**src/rtl/npc_ras.sv**
```systemverilog
// ---------------------------------------------------------------------------
// npc_ras : next-PC unit with a circular return-address stack (RAS)
//
// Owns the PC register and selects the next PC from jump-register, jump and
// conditional-branch controls. A small circular RAS records the return
// address of every linking call. It predicts the target of `jr $ra` and
// counts how often that prediction is wrong. The RAS never steers next_pc:
// it only predicts and collects statistics.
//
// Ports
//   clk            in   rising-edge clock
//   rst_n          in   synchronous reset, active low
//   stall          in   hold PC, RAS and counters
//   ras_clear      in   flush the RAS (count and pointer to 0)
//   instr          in   current instruction word
//   busA           in   rs register value (jr target / branch compare)
//   Branch         in   branch type code
//   Zero           in   ALU zero flag
//   Jump           in   j / jal
//   Jreg           in   jr / jalr
//   Link           in   jal / jalr, push the return address
//   pc             out  current PC register
//   pc_add4        out  pc + 4
//   next_pc        out  PC loaded on the next unstalled edge
//   ras_pred       out  top RAS entry, 0 when empty
//   ras_pred_valid out  RAS holds at least one entry
//   ras_miss       out  one-cycle pulse after a mispredicted return
//   ret_cnt        out  saturating count of executed `jr $ra`
//   miss_cnt       out  saturating count of mispredicted returns
// ---------------------------------------------------------------------------
module npc_ras #(
  parameter int               XLEN      = 32,
  parameter logic [XLEN-1:0]  RESET_PC  = XLEN'(32'h0000_3000),
  parameter int               RAS_DEPTH = 4,
  parameter int               CNT_W     = 16
) (
  input  logic             clk,
  input  logic             rst_n,
  input  logic             stall,
  input  logic             ras_clear,
  input  logic [31:0]      instr,
  input  logic [XLEN-1:0]  busA,
  input  logic [3:0]       Branch,
  input  logic             Zero,
  input  logic             Jump,
  input  logic             Jreg,
  input  logic             Link,
  output logic [XLEN-1:0]  pc,
  output logic [XLEN-1:0]  pc_add4,
  output logic [XLEN-1:0]  next_pc,
  output logic [XLEN-1:0]  ras_pred,
  output logic             ras_pred_valid,
  output logic             ras_miss,
  output logic [CNT_W-1:0] ret_cnt,
  output logic [CNT_W-1:0] miss_cnt
);

  localparam int PTR_W = (RAS_DEPTH > 1) ? $clog2(RAS_DEPTH) : 1;
  localparam int CNT_RW = PTR_W + 1;   // entry count needs to reach RAS_DEPTH

  // -------------------------------------------------------------------------
  // State
  // -------------------------------------------------------------------------
  logic [XLEN-1:0]   r_pc;
  logic [XLEN-1:0]   r_ras [RAS_DEPTH];
  logic [PTR_W-1:0]  r_top;
  logic [CNT_RW-1:0] r_cnt;
  logic              r_miss;
  logic [CNT_W-1:0]  r_ret_cnt;
  logic [CNT_W-1:0]  r_miss_cnt;

  // -------------------------------------------------------------------------
  // Next-PC datapath
  // -------------------------------------------------------------------------
  logic [XLEN-1:0] w_pc_add4;
  logic [XLEN-1:0] w_imm_ext;
  logic [XLEN-1:0] w_br_target;
  logic [XLEN-1:0] w_j_target;
  logic            w_busa_neg;
  logic            w_busa_zero;
  logic            w_br_taken;
  logic [XLEN-1:0] w_next_pc;

  assign w_pc_add4   = r_pc + XLEN'(4);
  assign w_imm_ext   = {{(XLEN-16){instr[15]}}, instr[15:0]};
  assign w_br_target = w_pc_add4 + (w_imm_ext << 2);
  assign w_j_target  = {w_pc_add4[XLEN-1:28], instr[25:0], 2'b00};

  // Signed comparisons against zero reduce to the sign bit and a zero test.
  assign w_busa_neg  = busA[XLEN-1];
  assign w_busa_zero = (busA == '0);

  always_comb begin
    w_br_taken = 1'b0;
    case (Branch)
      4'b0001: w_br_taken = Zero;                          // beq
      4'b0011: w_br_taken = !Zero;                         // bne
      4'b0101: w_br_taken = !w_busa_neg && !w_busa_zero;   // bgtz
      4'b0111: w_br_taken = !w_busa_neg;                   // bgez
      4'b1001: w_br_taken = w_busa_neg;                    // bltz
      4'b1011: w_br_taken = w_busa_neg || w_busa_zero;     // blez
      default: w_br_taken = 1'b0;
    endcase
  end

  always_comb begin
    if (Jreg)            w_next_pc = busA;
    else if (Jump)       w_next_pc = w_j_target;
    else if (w_br_taken) w_next_pc = w_br_target;
    else                 w_next_pc = w_pc_add4;
  end

  // -------------------------------------------------------------------------
  // Return-address stack control
  // -------------------------------------------------------------------------
  logic              w_ras_empty;
  logic [XLEN-1:0]   w_top_entry;
  logic              w_ret;
  logic              w_push;
  logic              w_ret_miss;
  logic [PTR_W-1:0]  w_top_next;
  logic [CNT_RW-1:0] w_cnt_next;
  logic [PTR_W-1:0]  w_push_idx;

  assign w_ras_empty = (r_cnt == '0);
  assign w_top_entry = r_ras[r_top];
  assign w_ret       = Jreg && (instr[25:21] == 5'd31) && !stall;
  assign w_push      = Link && !stall;
  // An empty stack has nothing to predict, so the return is a miss.
  assign w_ret_miss  = w_ret && (w_ras_empty || (w_top_entry != busA));

  // Pop is applied before push so jalr $31,$31 replaces the top entry.
  always_comb begin
    w_top_next = r_top;
    w_cnt_next = r_cnt;
    if (w_ret && !w_ras_empty) begin
      w_top_next = r_top - PTR_W'(1);
      w_cnt_next = r_cnt - CNT_RW'(1);
    end
    w_push_idx = w_top_next + PTR_W'(1);
    if (w_push) begin
      w_top_next = w_push_idx;
      // When full the oldest slot is overwritten and the count saturates.
      if (w_cnt_next != CNT_RW'(RAS_DEPTH)) w_cnt_next = w_cnt_next + CNT_RW'(1);
    end
    if (ras_clear) begin
      w_top_next = '0;
      w_cnt_next = '0;
    end
  end

  // -------------------------------------------------------------------------
  // Sequential state
  // -------------------------------------------------------------------------
  always_ff @(posedge clk) begin
    if (!rst_n) begin
      r_pc       <= RESET_PC;
      r_top      <= '0;
      r_cnt      <= '0;
      r_miss     <= 1'b0;
      r_ret_cnt  <= '0;
      r_miss_cnt <= '0;
    end else begin
      // w_ret/w_push already include !stall, so only the PC needs gating here.
      if (!stall) r_pc <= w_next_pc;
      r_top  <= w_top_next;
      r_cnt  <= w_cnt_next;
      r_miss <= w_ret_miss;
      if (w_ret && (r_ret_cnt != '1))
        r_ret_cnt <= r_ret_cnt + CNT_W'(1);
      if (w_ret_miss && (r_miss_cnt != '1))
        r_miss_cnt <= r_miss_cnt + CNT_W'(1);
    end
  end

  // Entry storage carries no reset; the count alone decides what is valid.
  always_ff @(posedge clk) begin
    if (rst_n && w_push && !ras_clear)
      r_ras[w_push_idx] <= w_pc_add4;
  end

  // -------------------------------------------------------------------------
  // Outputs
  // -------------------------------------------------------------------------
  assign pc             = r_pc;
  assign pc_add4        = w_pc_add4;
  assign next_pc        = w_next_pc;
  assign ras_pred_valid = !w_ras_empty;
  assign ras_pred       = w_ras_empty ? '0 : w_top_entry;
  assign ras_miss       = r_miss;
  assign ret_cnt        = r_ret_cnt;
  assign miss_cnt       = r_miss_cnt;

endmodule

```
**config.mk**
```make
export PLATFORM = sky130hd
export DESIGN_NAME = npc_ras
export DESIGN_NICKNAME = d
export VERILOG_FILES = /design/src/rtl/npc_ras.sv
export SDC_FILE = /design/constraint.sdc
export NUM_CORES = 1
export LEC_CHECK = 0
export CORE_ASPECT_RATIO = 1.4
export CORE_UTILIZATION = 56
export CTS_BUF_LIST = sky130_fd_sc_hd__clkbuf_16
export CTS_CLUSTER_SIZE = 25
export DETAILED_ROUTE_END_ITERATION = 8
export PLACE_DENSITY = 0.86
export SYNTH_ARGS = -nofsm -noshare
export SYNTH_HDL_FRONTEND = slang
export SYNTH_SLANG_ARGS = --single-unit
export TNS_END_PERCENT = 30
```
**constraint.sdc**
```tcl
create_clock -name clk -period 8.6 [get_ports clk]
set_clock_uncertainty 0.2 [all_clocks]
set_input_delay 0.86 -clock clk [delete_from_list [all_inputs] [get_ports clk]]
set_output_delay 0.86 -clock clk [all_outputs]
set_load 0.01 [all_outputs]
```
==> results.toml <==
[floorplanning]
die_x_um = 122
core-area_mm2 = 0.0198
initial_core_util_pct = 57.3
ios = 238
dieArea_mm2 = 0.0209
row_count = 61
fp.dieH_um = 171

[cts]
cts_resized = 0
cts_buffers = 17
cts-root-buf = "clkbuf_16"
hold_buffers = 0
htreeDepth = 4
post_cts_buffers = 0
cts_max_path_buffers = 2
clock-sinks = 198
cts_tree = "built"
clock_latency_ns = 0.45
cts.clk_slew.worst_paths_ns = 0.08

[run]
drv_cap = 0

[timing]
rsz0062_at_grt = "no"
min_period_ns = 7.21
worst_pin_slew_ns = 1.20
setup_violations = 0
min_period_over_period_pct = 83.8
report.final.slew_viol_count = 0
max_slew_margin_pct = 20.3
hold_viol = 0
fin_tns_setup_ns = 0
fmax_mhz = 139
worst_slack_ns = 1.39
timing.hold.ws_ns = 0.304

[global_route]
grt_util_all_layers_pct = 35.2
grt_max_degree = 53
grt_pass1_vias = 9683
overflow = 0
antenna_found_initial = 0
grt_first_pass_wirelength_um = 54300

[synthesis]
synth_cell_type_count = 72
synth_edf_count = 128
synth_seq_cells = 198
ys_seq_area_share_pct = 46.2
synth_warnings = 0
avgSynthCellArea_um2 = 10.6
synth_ff_type = "edfxtp_1"
syn-instance-count = 1070
syn_area_mm2 = 0.0114
synth-async-reset-ratio_pct = 0
syn_nets = 1193

[detailed_routing]
ant_nets = 0
wl_um = 35500
firstDrtPassIters = 6
vias_per_cell = 6.34
drtIter0Drc = 879
vias = 9838
wire_per_inst_um = 22.8
drc = 0

[placement]
dp_hpwl_um = 25600
post-place-cells = 1520
dp_slack_ns = 2.01
gp_congestion = 0.935
io_buffers = 231

[setup_path]
cp_num_buf_inv = 1
critPathSlowestCell = "nor3_1"
required_ns = 7.54
slowest_delay_ns = 0.76
cp.arrival_ns = 6.15
path_delay_family = "compound AO/OA/AOI/OAI gates"
crit_type = "reg2out"
startpoint_type = "register"
worstSetupEndpointType = "output pin"
cp_max_fo = 9
cp_cell_sequence = "ha_1 > nand3_1 > nor3_1 > nand2_1 > xnor2_1 > ha_1 > a21o_1 > a221o_1 > a21oi_2 > a211oi_1 > o31a_1 > o21a_1 > or3_1 > o221ai_1 > clkdlybuf4s50_1"
cpMostUsedCell = "ha_1"

[final_layout]
multi_input_area_mm2 = 0.00579
diodes = 0
seqCellArea_mm2 = 0.00525
final_cells = 1552
area_growth_pct = 27.0
drive_above_1_share_pct = 8.00
nNetsFinal = 1410
nFillCells = 1400

[pwr]
p_leak_nw = 5.07
power.total_mw = 2.30
peakVddDrop_v = 0.000155
pwr_density_cell_mw_per_mm2 = 160

[worst_hold_path]
worstHoldPathType = "reg2reg"

[status]
status = "finished clean"
worst min-delay path, delay by kind of cell (launching register included):
| family | cells | cell delay [ns] |
|---|---|---|
| flops | 1 | 0.33 |
| compound gates | 2 | 0.13 |
cell usage after synthesis, drive strengths merged, types with 3 or more instances:
cell type / count / area (µm²)
and3: 14 / 87.6
nor2: 81 / 307
nor2b: 4 / 25.0
or3: 9 / 56.3
a31oi: 9 / 56.3
o31ai: 11 / 101
o211a: 7 / 70.1
nand3: 34 / 170
nor4: 14 / 93.8
a21oi: 50 / 254
o41ai: 3 / 26.3
o211ai: 9 / 67.6
mux4: 32 / 721
dfxtp: 70 / 1400
edfxtp: 128 / 3840
nand2: 96 / 363
and4: 5 / 43.8
xnor2: 88 / 771
o21ba: 16 / 160
xor2: 31 / 272
nor3: 21 / 105
clkbuf: 33 / 124
nand4: 22 / 138
o21bai: 3 / 22.5
o22ai: 3 / 18.8
inv: 25 / 93.8
o21a: 5 / 37.5
buf: 15 / 108
o21ai: 60 / 300
a211oi: 18 / 135
and2: 41 / 257
a21o: 12 / 90.1
a2111oi: 4 / 42.5
ha: 46 / 576
o31a: 3 / 26.3
nand2b: 12 / 75.1
mux2i: 7 / 70.1
report_power, final:
group | internal (mW) | total, mW | switching (mW) | leakage, nW
logic | 0.217 | 0.479 | 0.262 | 3.08
clock network | 0.384 | 0.774 | 0.390 | 0.281
registers | 1.03 | 1.05 | 0.0194 | 1.71
total | 1.63 | 2.30 | 0.671 | 5.07
placed cells by master (no fill, tap or decap), types with 14 or more instances in the layout:
master           count
dfxtp_1             69
xor2_1              31
xnor2_1             88
nand3_1             34
buf_4               15
nor3_1              21
nand2_1             95
mux4_2              32
a211oi_1            18
nand4_1             22
and2_1              41
inv_1               26
o21ba_2             15
clkdlybuf4s50_1    230
and3_1              14
a21oi_1             49
ha_1                46
clkbuf_16           17
edfxtp_1           128
nor2_1              80
o21ai_0             60
per-layer routing:
layer	global-route usage, %	part of all wire (%)	up-vias
met3	5.07	8.4	134
met5	0	0	-
li1	-	-	4399
met1	42.6	36	4722
met4	21.3	6.0	0
met2	59.0	50	583
cell type report:
type	instances	area share, %
timing repair buffer	246	16.8
inverter	27	0.702
clock inverter	15	0.954
sequential	198	36.4
clock buffer	17	2.95
tap	252	2.18
multi-input combinational	797	40.1
flip-flops by register name (all words and copies together), names as in the netlist:
signal / flops
ret_cnt: 16
r_top: 2
r_ras: 128
miss_cnt: 16
pc: 32
r_cnt: 3
ras_miss: 1
worst paths after layout:
check / from / end / slack (ns) / cells after the start
hold reg to reg: ret_cnt[5]$_SDFFE_PN0P_ / ret_cnt[5]$_SDFFE_PN0P_ / 0.30 / 2
hold / removal: ret_cnt[5]$_SDFFE_PN0P_ / ret_cnt[5]$_SDFFE_PN0P_ / 0.30 / 2
setup / recovery: pc[2]$_SDFFE_PN0N_ / next_pc[31] / 1.39 / 15
setup reg to reg: pc[2]$_SDFFE_PN0N_ / pc[31]$_SDFFE_PN0N_ / 3.10 / 15
stage by stage:
stage                     utilization [%]  instance area [µm²]
after floorplan                         -                11400
after global placement               69.9                13900
after detailed placement             69.9                13900
after CTS                            72.7                14400
after global routing                 72.7                14400
final                                72.7                14400
logic make-up (layout without fill, tap and decap cells):
group	after synthesis	count (layout)	synth area share, %
buffers and inverters	75	305	2.93
DFF	198	198	46.2
and+or+nand+nor	357	357	15.4
muxes	40	40	7.06
adders and majority gates	47	47	5.24
xor gates and xnor gates	119	119	9.17
AOI/OAI and AO/OA	234	234	14.1
(Power assumes the default switching activity.)
